[config.mk]
export PLATFORM = sky130hd
export DESIGN_NAME = uart_prog_loader
export DESIGN_NICKNAME = d
export VERILOG_FILES = /design/src/rtl/uart_prog_loader_pkg.sv /design/src/rtl/uart_prog_loader_rx_byte.sv /design/src/rtl/uart_prog_loader.sv
export SDC_FILE = /design/constraint.sdc
export NUM_CORES = 1
export LEC_CHECK = 0
export ABC_CLOCK_PERIOD_IN_PS = 3110
export BUFFER_PORTS_ARGS = -buffer_cell sky130_fd_sc_hd__clkbuf_2
export CAP_MARGIN = 20
export CORE_ASPECT_RATIO = 1.75
export CORE_MARGIN = 3
export CORE_UTILIZATION = 44
export CTS_CLUSTER_DIAMETER = 40
export CTS_CLUSTER_SIZE = 10
export DETAILED_ROUTE_END_ITERATION = 7
export GPL_TIMING_DRIVEN = 0
export SYNTH_ARGS = -nofsm -noshare
export SYNTH_HDL_FRONTEND = slang
export SYNTH_SLANG_ARGS = --single-unit
[constraint.sdc]
create_clock -name raw_clk -period 3.11 [get_ports raw_clk]
set_input_delay 0.311 -clock raw_clk [delete_from_list [all_inputs] [get_ports raw_clk]]
set_output_delay 0.311 -clock raw_clk [all_outputs]
set_load 0.005 [all_outputs]
[src/rtl/uart_prog_loader_pkg.sv]
// Shared definitions for the UART program loader: command byte codes,
// memory select values, FSM state encodings and the baud divisor helper.
package uart_prog_loader_pkg;

    localparam logic [7:0] LD_CMD_I = 8'h49;
    localparam logic [7:0] LD_CMD_D = 8'h44;
    localparam logic [7:0] LD_CMD_E = 8'h45;

    localparam logic LD_SEL_IMEM = 1'b0;
    localparam logic LD_SEL_DMEM = 1'b1;

    typedef enum logic [2:0] {
        LD_IDLE = 3'd0,
        LD_LEN0 = 3'd1,
        LD_LEN1 = 3'd2,
        LD_DATA = 3'd3,
        LD_DONE = 3'd4
    } ld_state_t;

    typedef enum logic [1:0] {
        RX_HUNT  = 2'd0,
        RX_START = 2'd1,
        RX_DATA  = 2'd2,
        RX_STOP  = 2'd3
    } rx_state_t;

    // Oversample tick divisor, truncated, never below 1.
    function automatic int unsigned calc_div(input int unsigned clk_hz,
                                             input int unsigned baud,
                                             input int unsigned os);
        int unsigned d;
        d = clk_hz / (baud * os);
        return (d == 0) ? 1 : d;
    endfunction

endpackage

[src/rtl/uart_prog_loader_rx_byte.sv]
// 8N1 UART receiver: 2-FF synchroniser, oversample tick down-counter and a
// bit-level FSM. Delivers one-cycle byte_valid/frame_err pulses.
//
// state    | meaning
// ---------+----------------------------------------------------------
// RX_HUNT  | line idle, waiting for a falling edge
// RX_START | falling edge seen, confirming start bit low at mid-bit
// RX_DATA  | sampling 8 data bits LSB first, one per OVERSAMPLE ticks
// RX_STOP  | sampling stop bit; high -> byte_valid, low -> frame_err
module uart_rx_byte
    import uart_prog_loader_pkg::*;
#(
    parameter int unsigned CLK_HZ     = 100_000_000,
    parameter int unsigned BAUD       = 115200,
    parameter int unsigned OVERSAMPLE = 16
) (
    input  logic       raw_clk,
    input  logic       rst,
    input  logic       rx_i,
    output logic [7:0] rx_byte,
    output logic       byte_valid,
    output logic       frame_err
);

    localparam int unsigned DIV  = calc_div(CLK_HZ, BAUD, OVERSAMPLE);
    localparam int unsigned OS_W = (OVERSAMPLE > 1) ? $clog2(OVERSAMPLE) : 1;
    localparam logic [15:0]     DIV_RELOAD = 16'(DIV - 1);
    localparam logic [OS_W-1:0] OS_HALF    = OS_W'(OVERSAMPLE / 2 - 1);
    localparam logic [OS_W-1:0] OS_FULL    = OS_W'(OVERSAMPLE - 1);

    rx_state_t       rx_state, rx_next;
    logic [1:0]      sync_q;
    logic            prev_q;
    logic [15:0]     div_cnt;
    logic [OS_W-1:0] os_cnt;
    logic [2:0]      bit_cnt;
    logic [7:0]      shreg;

    logic rx_s;
    logic fall;
    logic tick;
    logic half_hit;
    logic full_hit;

    assign rx_s     = sync_q[1];
    assign fall     = prev_q & ~rx_s;
    assign tick     = (div_cnt == 16'd0);
    assign half_hit = tick && (os_cnt == OS_HALF);
    assign full_hit = tick && (os_cnt == OS_FULL);

    // Bit FSM state register.
    always_ff @(posedge raw_clk) begin
        if (rst) rx_state <= RX_HUNT;
        else     rx_state <= rx_next;
    end

    // Bit FSM next-state: a start bit that is high again at mid-bit is a glitch.
    always_comb begin
        rx_next = rx_state;
        case (rx_state)
            RX_HUNT:  if (fall) rx_next = RX_START;
            RX_START: if (half_hit) rx_next = rx_s ? RX_HUNT : RX_DATA;
            RX_DATA:  if (full_hit && (bit_cnt == 3'd7)) rx_next = RX_STOP;
            RX_STOP:  if (full_hit) rx_next = RX_HUNT;
            default:  rx_next = RX_HUNT;
        endcase
    end

    // Synchroniser, tick divider, sample counters, shift register and output pulses.
    always_ff @(posedge raw_clk) begin
        if (rst) begin
            sync_q     <= 2'b11;
            prev_q     <= 1'b1;
            div_cnt    <= '0;
            os_cnt     <= '0;
            bit_cnt    <= '0;
            shreg      <= '0;
            rx_byte    <= '0;
            byte_valid <= 1'b0;
            frame_err  <= 1'b0;
        end else begin
            byte_valid <= 1'b0;
            frame_err  <= 1'b0;
            sync_q     <= {sync_q[0], rx_i};
            prev_q     <= rx_s;
            div_cnt    <= tick ? DIV_RELOAD : div_cnt - 16'd1;
            case (rx_state)
                RX_HUNT: begin
                    os_cnt  <= '0;
                    bit_cnt <= '0;
                end
                RX_START: begin
                    if (tick) os_cnt <= half_hit ? '0 : os_cnt + OS_W'(1);
                end
                RX_DATA: begin
                    if (full_hit) begin
                        os_cnt  <= '0;
                        shreg   <= {rx_s, shreg[7:1]};
                        bit_cnt <= bit_cnt + 3'd1;
                    end else if (tick) begin
                        os_cnt <= os_cnt + OS_W'(1);
                    end
                end
                RX_STOP: begin
                    if (full_hit) begin
                        os_cnt <= '0;
                        if (rx_s) begin
                            rx_byte    <= shreg;
                            byte_valid <= 1'b1;
                        end else begin
                            frame_err <= 1'b1;
                        end
                    end else if (tick) begin
                        os_cnt <= os_cnt + OS_W'(1);
                    end
                end
                default: os_cnt <= '0;
            endcase
        end
    end

endmodule

[src/rtl/uart_prog_loader.sv]
// UART boot loader: parses I/D/E framed program images from the receiver
// and emits word writes into instruction or data memory.
//
// state   | meaning
// --------+-------------------------------------------------------------
// LD_IDLE | waiting for a command byte ('I', 'D', 'E'; others ignored)
// LD_LEN0 | expecting word count low byte
// LD_LEN1 | expecting word count high byte; zero count returns to idle
// LD_DATA | assembling 4-byte little-endian words, one write per word
// LD_DONE | end command seen; absorbs all bytes until reset
module uart_prog_loader
    import uart_prog_loader_pkg::*;
#(
    parameter int unsigned CLK_HZ     = 100_000_000,
    parameter int unsigned BAUD       = 115200,
    parameter int unsigned OVERSAMPLE = 16,
    parameter int unsigned WORD_AW    = 14
) (
    input  logic               raw_clk,
    input  logic               rst,
    input  logic               arm_i,
    input  logic               rx_i,
    output logic               upg_wen_o,
    output logic [WORD_AW:0]   upg_adr_o,
    output logic [31:0]        upg_dat_o,
    output logic               upg_done_o,
    output logic               busy_o,
    output logic               err_o
);

    localparam int unsigned IDX_LIM = 2 ** WORD_AW;

    logic [7:0] rx_byte;
    logic       byte_valid;
    logic       frame_err;
    logic       byte_ok;

    ld_state_t  state_q, state_d;
    logic       sel_q;
    logic [15:0] cnt_q;
    logic [15:0] idx_q;
    logic [1:0]  bidx_q;
    logic [23:0] asm_q;

    logic [15:0] idx_inc;
    logic [15:0] len_full;
    logic        idx_ovf;
    logic        is_cmd_id;

    uart_rx_byte #(
        .CLK_HZ     (CLK_HZ),
        .BAUD       (BAUD),
        .OVERSAMPLE (OVERSAMPLE)
    ) u_rx (
        .raw_clk    (raw_clk),
        .rst        (rst),
        .rx_i       (rx_i),
        .rx_byte    (rx_byte),
        .byte_valid (byte_valid),
        .frame_err  (frame_err)
    );

    // While disarmed the receiver keeps tracking the line but the frame FSM is frozen.
    assign byte_ok   = byte_valid & arm_i;
    assign idx_inc   = idx_q + 16'd1;
    assign len_full  = {rx_byte, cnt_q[7:0]};
    assign idx_ovf   = 32'(idx_q) >= IDX_LIM;
    assign is_cmd_id = (rx_byte == LD_CMD_I) || (rx_byte == LD_CMD_D);
    assign busy_o    = (state_q == LD_LEN0) || (state_q == LD_LEN1) || (state_q == LD_DATA);

    // Frame FSM state register.
    always_ff @(posedge raw_clk) begin
        if (rst) state_q <= LD_IDLE;
        else     state_q <= state_d;
    end

    // Frame FSM next-state, advanced only by accepted bytes.
    always_comb begin
        state_d = state_q;
        if (byte_ok) begin
            case (state_q)
                LD_IDLE: begin
                    if (is_cmd_id)                 state_d = LD_LEN0;
                    else if (rx_byte == LD_CMD_E)  state_d = LD_DONE;
                end
                LD_LEN0: state_d = LD_LEN1;
                LD_LEN1: state_d = (len_full == 16'd0) ? LD_IDLE : LD_DATA;
                LD_DATA: if ((bidx_q == 2'd3) && (idx_inc == cnt_q)) state_d = LD_IDLE;
                LD_DONE: state_d = LD_DONE;
                default: state_d = LD_IDLE;
            endcase
        end
    end

    // Count capture, word assembly, write strobe and sticky flags.
    always_ff @(posedge raw_clk) begin
        if (rst) begin
            sel_q      <= LD_SEL_IMEM;
            cnt_q      <= '0;
            idx_q      <= '0;
            bidx_q     <= '0;
            asm_q      <= '0;
            upg_wen_o  <= 1'b0;
            upg_adr_o  <= '0;
            upg_dat_o  <= '0;
            upg_done_o <= 1'b0;
            err_o      <= 1'b0;
        end else begin
            upg_wen_o <= 1'b0;
            if (frame_err) err_o <= 1'b1;
            if (byte_ok) begin
                case (state_q)
                    LD_IDLE: begin
                        if (is_cmd_id)
                            sel_q <= (rx_byte == LD_CMD_D) ? LD_SEL_DMEM : LD_SEL_IMEM;
                        if (rx_byte == LD_CMD_E) upg_done_o <= 1'b1;
                    end
                    LD_LEN0: cnt_q[7:0] <= rx_byte;
                    LD_LEN1: begin
                        cnt_q[15:8] <= rx_byte;
                        idx_q       <= '0;
                        bidx_q      <= '0;
                    end
                    LD_DATA: begin
                        bidx_q <= bidx_q + 2'd1;
                        if (bidx_q == 2'd3) begin
                            // Overflowing words are still counted so the frame stays in step.
                            idx_q <= idx_inc;
                            if (idx_ovf) begin
                                err_o <= 1'b1;
                            end else begin
                                upg_wen_o <= 1'b1;
                                upg_adr_o <= {sel_q, idx_q[WORD_AW-1:0]};
                                upg_dat_o <= {rx_byte, asm_q};
                            end
                        end else begin
                            asm_q <= {rx_byte, asm_q[23:8]};
                        end
                    end
                    default: ;
                endcase
            end
        end
    end

endmodule

======== Word-level counts from Yosys, hierarchy flattened ========
Cells that the tools add are included.
word-level totals
  register bits after elaboration ......... 158
  input bits .............................. 4
  logic and storage cells ................. 125
operators by class
  $add $sub $neg .......................... 5
  $lt $le $gt $ge ......................... 1
  equal/unequal tests ..................... 25
  muxes and demuxes ....................... 31
  bitwise operators ....................... 9
  reductions and logical operators ........ 31
operators by type and width
  operator                 count
  $logic_not A16 Y1        2
  $pmux W16 S2             1
  $eq A8 B7 Y1 const B     3
  $reduce_and A3 Y1        6
  $add A16 B1 Y16 const B  1
  $eq A16 B16 Y1           1
  $ge A16 B15 Y1 const B   1
  $mux W16                 1
  $mux W4                  4
  $ne A2 B1 Y1 const B     8
  $sub A16 B1 Y16 const B  1
  $pmux W3 S5              1
  $mux W2                  6
  $mux W3                  4
  $pmux W4 S3              1
  $reduce_and A2 Y1        6
  $mux W1                  9
  $pmux W2 S4              1
  $reduce_and A4 Y1        2
  $not A1 Y1               7
  $eq A2 B2 Y1 const B     3
  $eq A3 B2 Y1 const B     2
  $eq A3 B3 Y1 const B     2
  $mux W6                  1
  20 further kinds         28

======== Logic depth before layout (Yosys ltp) ========
Gate-level depths: netlist of the first run.
  depth after elaboration ................. 5
  depth in mapped cells ................... 10

======== By module ========
Synthesis of the first run repeated with hierarchy kept, for this count alone.
unflattened totals
  cell total of the unflattened synthesis .. 842
  area, all modules ....................... 6776.5 µm²
modules (own cells, without submodules)
  module            instances  cells an instance  area each (µm²)  sequential area each (µm²)
  uart_prog_loader  1          637                4872.2           2242.2
  uart_rx_byte      1          205                1904.3           920.9

======== Worst setup path after synthesis of the first run ========
Ideal clock, no wire load.
  path kind ............................... reg2reg
  start point ............................. register u_rx.div_cnt[0]
  end point ............................... register u_rx.shreg[0]
  library setup time ...................... 0.128 ns
  arrival time ............................ 2.582 ns
  data required time ...................... 2.982 ns
  slack ................................... 0.401 ns
  stages on the path, launching flop included .. 11
  clock period less this slack ............ 2.709 ns
  path through ............................ dfxtp_1 > inv_1 > ha_1 > or3b_1 > or3_4 > or3_4 > or2_1 > buf_6 > nor3_4 > mux2i_1 > nor2_1
between the ends
  cells in the longest elaborated chain, start to end .. 3
ends and longest elaborated chain
  item                         line                            text
  from (decl)                  uart_prog_loader_rx_byte.sv:34  logic [15:0] div_cnt;
  from (signal assigned)       uart_prog_loader_rx_byte.sv:86  div_cnt <= tick ? DIV_RELOAD : div_cnt - 16'd1;
  $logic_not A16 Y1            uart_prog_loader_rx_byte.sv:47  assign tick = (div_cnt == 16'd0);
  $logic_and A1 B1 Y1          uart_prog_loader_rx_byte.sv:49  assign full_hit = tick && (os_cnt == OS_FULL);
  $reduce_and A2 Y1 (no line)  --
  to (signal assigned)         uart_prog_loader_rx_byte.sv:98  shreg <= {rx_s, shreg[7:1]};
  to (decl)                    uart_prog_loader_rx_byte.sv:37  logic [7:0] shreg;
Every way passes these cells.
A chain may end at the register's enable or synchronous reset.

======== Final worst setup path of the first run ========
  start point ............................. register idx_q[0]
  end point ............................... register state_q[2]
between the ends
  cells in the longest elaborated chain, start to end .. 5
ends and longest elaborated chain
  item                         line                     text
  from (decl)                  uart_prog_loader.sv:41   logic [15:0] idx_q;
  from (signal assigned)       uart_prog_loader.sv:128  idx_q <= idx_inc;
  $add A16 B1 Y16              uart_prog_loader.sv:65   assign idx_inc = idx_q + 16'd1;
  $eq A16 B16 Y1               uart_prog_loader.sv:88   LD_DATA: if ((bidx_q == 2'd3) && (idx_inc == cnt_q)) state_d = LD_IDLE;
  $logic_and A1 B1 Y1          uart_prog_loader.sv:88
  $ne A2 B1 Y1 (no line)       --
  $reduce_and A3 Y1 (no line)  --
  to (signal assigned)         uart_prog_loader.sv:74   else state_q <= state_d;
  to (decl)                    uart_prog_loader.sv:38   ld_state_t state_q, state_d;
Every way passes these cells.

==> flow_metrics.env, run 1 <==
export IMPL_reg2reg_depth=8
export IMPL_nets=894
export IMPL_fin_cells=1077
export IMPL_gr_total_overflow=0
export IMPL_worst_pin_slew_ps=628
export IMPL_slew_headroom=0.582
export IMPL_die_area_sq_mm=0.0166
export IMPL_outcome="completed"
export IMPL_synth_seq_area_share=0.479
export IMPL_min_path_cells=2
export IMPL_syn_nets=821
export IMPL_area_growth_pct=16.7
export IMPL_dp_cells=1044
export IMPL_mostFrequentLayoutCells="nand2_1 (180), dfxtp_1 (158), a21oi_1 (107)"
export IMPL_antenna_left=0
export IMPL_routedWlPerCell_um=15.7
export IMPL_async_reset_ff_frac=0
export IMPL_yosysWarnings=0
export IMPL_hold_viol_final=0
export IMPL_drive_gt1_frac=0.114
export IMPL_cts_sinks=158
export IMPL_h_tree_depth=4
export IMPL_syn_inst=811
export IMPL_synth_edf_count=0
export IMPL_grt_pass1_vias=5727
export IMPL_root_buffer="clkbuf_16"
export IMPL_drt_iter0_drc=341
export IMPL_path_clk_slew_ps=60
export IMPL_worst_path_max_fanout=8
export IMPL_finClkSkew_ps=10.3
export IMPL_die_w_um=98.6
export IMPL_ctsLongestPathBuffers=2
export IMPL_synth_top_area_share=0.479
export IMPL_grt_pass1_wl_um=27500
export IMPL_hold_end="u_rx.sync_q[0]"
export IMPL_cap_violations=0
export IMPL_cts_tree="done"
export IMPL_fin_crit_ps=2930
export IMPL_rsz0062_at_grt="false"
export IMPL_multi_input_area_sq_mm=0.00321
export IMPL_antenna_found_initial=0
export IMPL_r2r_end="state_q[2]"
export IMPL_hold_class="primary input to flip-flop"
export IMPL_final_common_cell="nand2_1"
export IMPL_grt_max_degree=17
export IMPL_slowest_delay_ps=560
export IMPL_start_util=0.455
export IMPL_cp_arrival_ps=3250
export IMPL_end_kind="flip-flop"
export IMPL_core_sq_mm=0.0145
export IMPL_period_share=0.942
export IMPL_required_ps=3430
export IMPL_diodes=0
export IMPL_slew_violations=0
export IMPL_vias_per_cell=5.38
export IMPL_syn_area_sq_mm=0.00661
export IMPL_timing_rr_start="idx_q[0]"
export IMPL_drc_errors=0
export IMPL_synth_distinct_cells=59
export IMPL_final_util=0.531
export IMPL_ys_flop_type="dfxtp_1"
export IMPL_ir_drop_uv=453
export IMPL_wirelength_um=16900
export IMPL_gp_congestion=0.881
export IMPL_path_cells="ha_1 > nand3_1 > nor4_2 > mux2i_1 > a31oi_1 > nand4b_1 > and2_1 > o221a_2"
export IMPL_crit_path_top_delay_cell="nor4_2"
export IMPL_row_count=58
export IMPL_power_mw=4.66
export IMPL_cp_start_kind="flip-flop"
export IMPL_die_y_um=168
export IMPL_synth_area_leaders="dfxtp_1 (48%), nand2_1 (10%), a21oi_1 (8.1%)"
export IMPL_grt_total_usage=0.206
export IMPL_fillers=1440
export IMPL_clk_latency_ps=430
export IMPL_synth_avg_cell_area_sq_um=8.14
export IMPL_dr_total_vias=5797
export IMPL_final_seq_area_sq_mm=0.00316
export IMPL_yosysTopAreaCell="dfxtp_1"
export IMPL_setup_viol=0
export IMPL_dpl_hpwl_um=12900
export IMPL_rrSetupSlack_ps=180
export IMPL_ys_seq_elements=158
export IMPL_io_pins=55
export IMPL_fmax_mhz=341
export IMPL_critPathKind="flip-flop to flip-flop"
export IMPL_p_per_area_mw_per_mm2=604
export IMPL_cts_buffers=17
export IMPL_worstHoldStart="rx_i"
export IMPL_leakage_nw=2.81
export IMPL_fin_setup_tns_ps=0
export IMPL_io_buffer_count=53
export IMPL_drt_first_pass_iters=5
## flip-flops by register name, summed over array words and instances (netlist names), 3 cells and up, named ones only
name,cells
asm_q,24
cnt_q,16
idx_q,16
state_q,3
u_rx.bit_cnt,3
u_rx.div_cnt,16
u_rx.os_cnt,4
u_rx.rx_byte,8
u_rx.shreg,8
upg_adr_o,15
upg_dat_o,32
## what timing repair did
action / 4_1_cts / 5_1_grt
hold buffers: 0 / 0
setup buffers: 0 / 2
setup endpoints to repair: 0 / 5
gates resized for setup: 0 / 3
## stage by stage
step / hold WS, ps / cell area [sq um] / setup WS (ps)
finish: 72.5 / 7710 / 179
global route: 79.4 / 7710 / 45.3
CTS: 64.2 / 7660 / 12.9
detailed placement: 411 / 7100 / 23.8
global placement: 401 / 7100 / 88.0
floorplan: 389 / 6610 / 401
## cells in the mapped netlist, types with 4 or more instances
master / n
a21oi_1: 107
clkbuf_1: 48
nor3_1: 18
mux2i_1: 25
nand2b_1: 8
xnor2_1: 14
o21ai_0: 27
and3_1: 8
nand3_1: 15
nand4_1: 5
or3_1: 8
a31oi_1: 5
dfxtp_1: 158
ha_1: 6
nor4_1: 10
inv_1: 11
nand2_1: 180
nor2_1: 78
and2_1: 5
xor2_1: 17
a221oi_1: 4
## power breakdown
part           internal [mW]  leakage, nW  switching (mW)  total [mW]
Sequential              2.10         1.28          0.0683        2.17
Clock                   1.07        0.268           0.886        1.96
Combinational          0.235         1.26           0.290       0.524
## cell families (layout without fill, tap and decap cells)
kind of cell               after synthesis  after routing  share of synthesized area
and+or+nand+nor                        356            356                      0.243
AOI/OAI and AO/OA                      171            171                      0.149
DFF                                    158            158                      0.479
buffers and inverters                   63            149                     0.0369
xor gates and xnor gates                31             31                     0.0411
muxes                                   26             26                     0.0396
adders and majority gates                6              6                     0.0114
## worst max-delay path, delay by kind of cell, from the launching register on
kind | cells | cell delay (ps)
fa+ha+maj | 1 | 320
flops | 1 | 530
compound gates | 2 | 330
simple gates | 4 | 1400
mux | 1 | 240
## final cells by class
class,instances,share of cell area
Multi-Input combinational cell,590,0.417
Sequential cell,158,0.410
Clock buffer,19,0.0575
Timing Repair Buffer,55,0.0396
Tap cell,180,0.0292
Buffer,51,0.0258
Clock inverter,13,0.0153
Inverter,11,0.00536
## routing by layer
layer | share of wire | GRT usage
met3 | 0.039 | 0.0398
met4 | 0.025 | 0.0892
met1 | 0.40 | 0.221
met5 | 0 | 0
met2 | 0.53 | 0.385
## worst max-delay path by stage
stage                          startpoint             to  slack, ps
after detailed placement         idx_q[4]     state_q[2]         20
final                            idx_q[0]     state_q[2]        180
after CTS                        idx_q[4]     state_q[2]         10
after floorplan           u_rx.div_cnt[0]  u_rx.shreg[0]        400
after global placement           idx_q[4]     state_q[2]         90
after global routing           state_q[1]  upg_dat_o[31]         50
(Power assumes the default switching activity.)
==> run 2: changes to the inputs <==
- GPL_TIMING_DRIVEN: 0 -> 1
==> flow_metrics.env, run 2 (synthesis gave the netlist of run 1 again) <==
export IMPL_multi_input_area_sq_mm=0.00320
export IMPL_grt_pass1_vias=5320
export IMPL_cts_tree="done"
export IMPL_io_pins=55
export IMPL_routedWlPerCell_um=15.2
export IMPL_die_area_sq_mm=0.0166
export IMPL_grt_total_usage=0.192
export IMPL_clk_latency_ps=420
export IMPL_dp_cells=1013
export IMPL_gr_total_overflow=0
export IMPL_grt_pass1_wl_um=26100
export IMPL_mostFrequentLayoutCells="nand2_1 (180), dfxtp_1 (158), a21oi_1 (107)"
export IMPL_fillers=1389
export IMPL_row_count=58
export IMPL_combPwrFrac=0.103
export IMPL_leakage_nw=2.87
export IMPL_cp_start_kind="flip-flop"
export IMPL_p_clk_frac=0.447
export IMPL_swShare=0.264
export IMPL_cts_buffers=17
export IMPL_setup_viol=0
export IMPL_ir_drop_uv=419
export IMPL_reg_largest_list="upg_dat_o: 32 flops, asm_q: 24 flops"
export IMPL_cts_resized=0
export IMPL_die_y_um=168
export IMPL_area_growth_pct=16.5
export IMPL_final_seq_area_sq_mm=0.00316
export IMPL_drt_first_pass_iters=5
export IMPL_final_common_cell="nand2_1"
export IMPL_worst_path_max_fanout=10
export IMPL_hold_class="primary input to flip-flop"
export IMPL_core_sq_mm=0.0145
export IMPL_worst_slack_ps=214
export IMPL_hold_viol_final=0
export IMPL_pwr_share_seq=0.449
export IMPL_diodes=0
export IMPL_gp_congestion=0.906
export IMPL_antenna_left=0
export IMPL_rsz0062_at_grt="false"
export IMPL_die_w_um=98.6
export IMPL_drc_errors=0
export IMPL_slew_violations=0
export IMPL_wirelength_um=15900
export IMPL_ctsLongestPathBuffers=2
export IMPL_outcome="completed"
export IMPL_slew_headroom=0.603
export IMPL_dpl_hpwl_um=11000
export IMPL_largest_register_ffs=32
export IMPL_p_per_area_mw_per_mm2=629
export IMPL_fin_cells=1045
export IMPL_io_buffer_count=54
export IMPL_cp_arrival_ps=3190
export IMPL_postCtsHoldBufs=0
export IMPL_power_mw=4.84
export IMPL_cts_setup_buffers=0
export IMPL_critPathKind="flip-flop to flip-flop"
export IMPL_required_ps=3410
export IMPL_worst_pin_slew_ps=595
export IMPL_path_clk_slew_ps=70
export IMPL_cap_violations=0
export IMPL_end_kind="flip-flop"
export IMPL_dr_total_vias=5669
export IMPL_start_util=0.455
export IMPL_drt_iter0_drc=302
export IMPL_h_tree_depth=4
export IMPL_fin_setup_tns_ps=0
export IMPL_vias_per_cell=5.42
export IMPL_dp_slack_ps=221
export IMPL_fmax_mhz=345
export IMPL_nets=862
export IMPL_antenna_found_initial=0
export IMPL_fin_crit_ps=2900
export IMPL_largest_register="upg_dat_o"
export IMPL_net_switching_power_mw=1.28
export IMPL_cts_sinks=158
export IMPL_grt_max_degree=116
export IMPL_finClkSkew_ps=9.85
export IMPL_internal_power_mw=3.56
export IMPL_period_share=0.931
export IMPL_drive_gt1_frac=0.139
export IMPL_root_buffer="clkbuf_16"
## run 2: cell count changes in the layout (fill, tap and decap cells not counted), moves of 3 or more
cell / before / now
clkinv_8: 0 / 3
clkbuf_1: 48 / 0
buf_1: 3 / 0
buf_4: 0 / 20
inv_6: 6 / 3
## run 2: power by group through the flow
| stage | logic, mW | clock network [mW] | registers, mW |
|---|---|---|---|
| after floorplan | 0.429 | 0 | 2.20 |
| after global placement | 0.479 | 0 | 2.21 |
| after detailed placement | 0.503 | 0 | 2.22 |
| after CTS | 0.507 | 2.21 | 2.17 |
| after global routing | 0.555 | 2.29 | 2.19 |
| final | 0.499 | 2.17 | 2.17 |
## run 2: final timing paths
path	from	to	slack (ps)	depth (start not counted)
setup / recovery	u_rx.div_cnt[0]	u_rx.shreg[1]	210	10
hold / removal	rx_i	u_rx.sync_q[0]	70	2
setup reg to reg	u_rx.div_cnt[0]	u_rx.shreg[1]	210	10
hold reg to reg	u_rx.sync_q[0]	u_rx.sync_q[1]	410	1
## run 2: metal layers
metal / track usage / wire (um) / vias to the layer above
li1: - / - / 2847
met1: 0.218 / 6590 / 2673
met2: 0.350 / 8400 / 129
met3: 0.0415 / 595 / 20
met4: 0.0690 / 294 / 0
met5: 0 / 0 / -
## run 2: final cells by class
type | count | area share
clock buffer | 17 | 0.0553
clock inverter | 15 | 0.0260
inverter | 11 | 0.00537
multi-input combinational | 590 | 0.416
sequential | 158 | 0.411
tap | 180 | 0.0293
timing repair buffer | 74 | 0.0566
## run 2: worst max-delay path, cell delays in order (launching register included)
cell	delay [ps]
dfxtp_1	340
inv_1	70
ha_1	180
or3b_1	400
or3_4	390
or3_4	350
or2_1	390
nor3_4	160
buf_4	210
mux2i_1	220
nor2_1	60
## run 2: per-stage QoR
step	hold slack, ps	area, sq um	utilization
floorplan	389	6610	-
global placement	399	7070	0.487
detailed placement	400	7070	0.487
CTS	59.3	7690	0.530
global route	71.1	7690	0.530
finish	70.9	7690	0.530
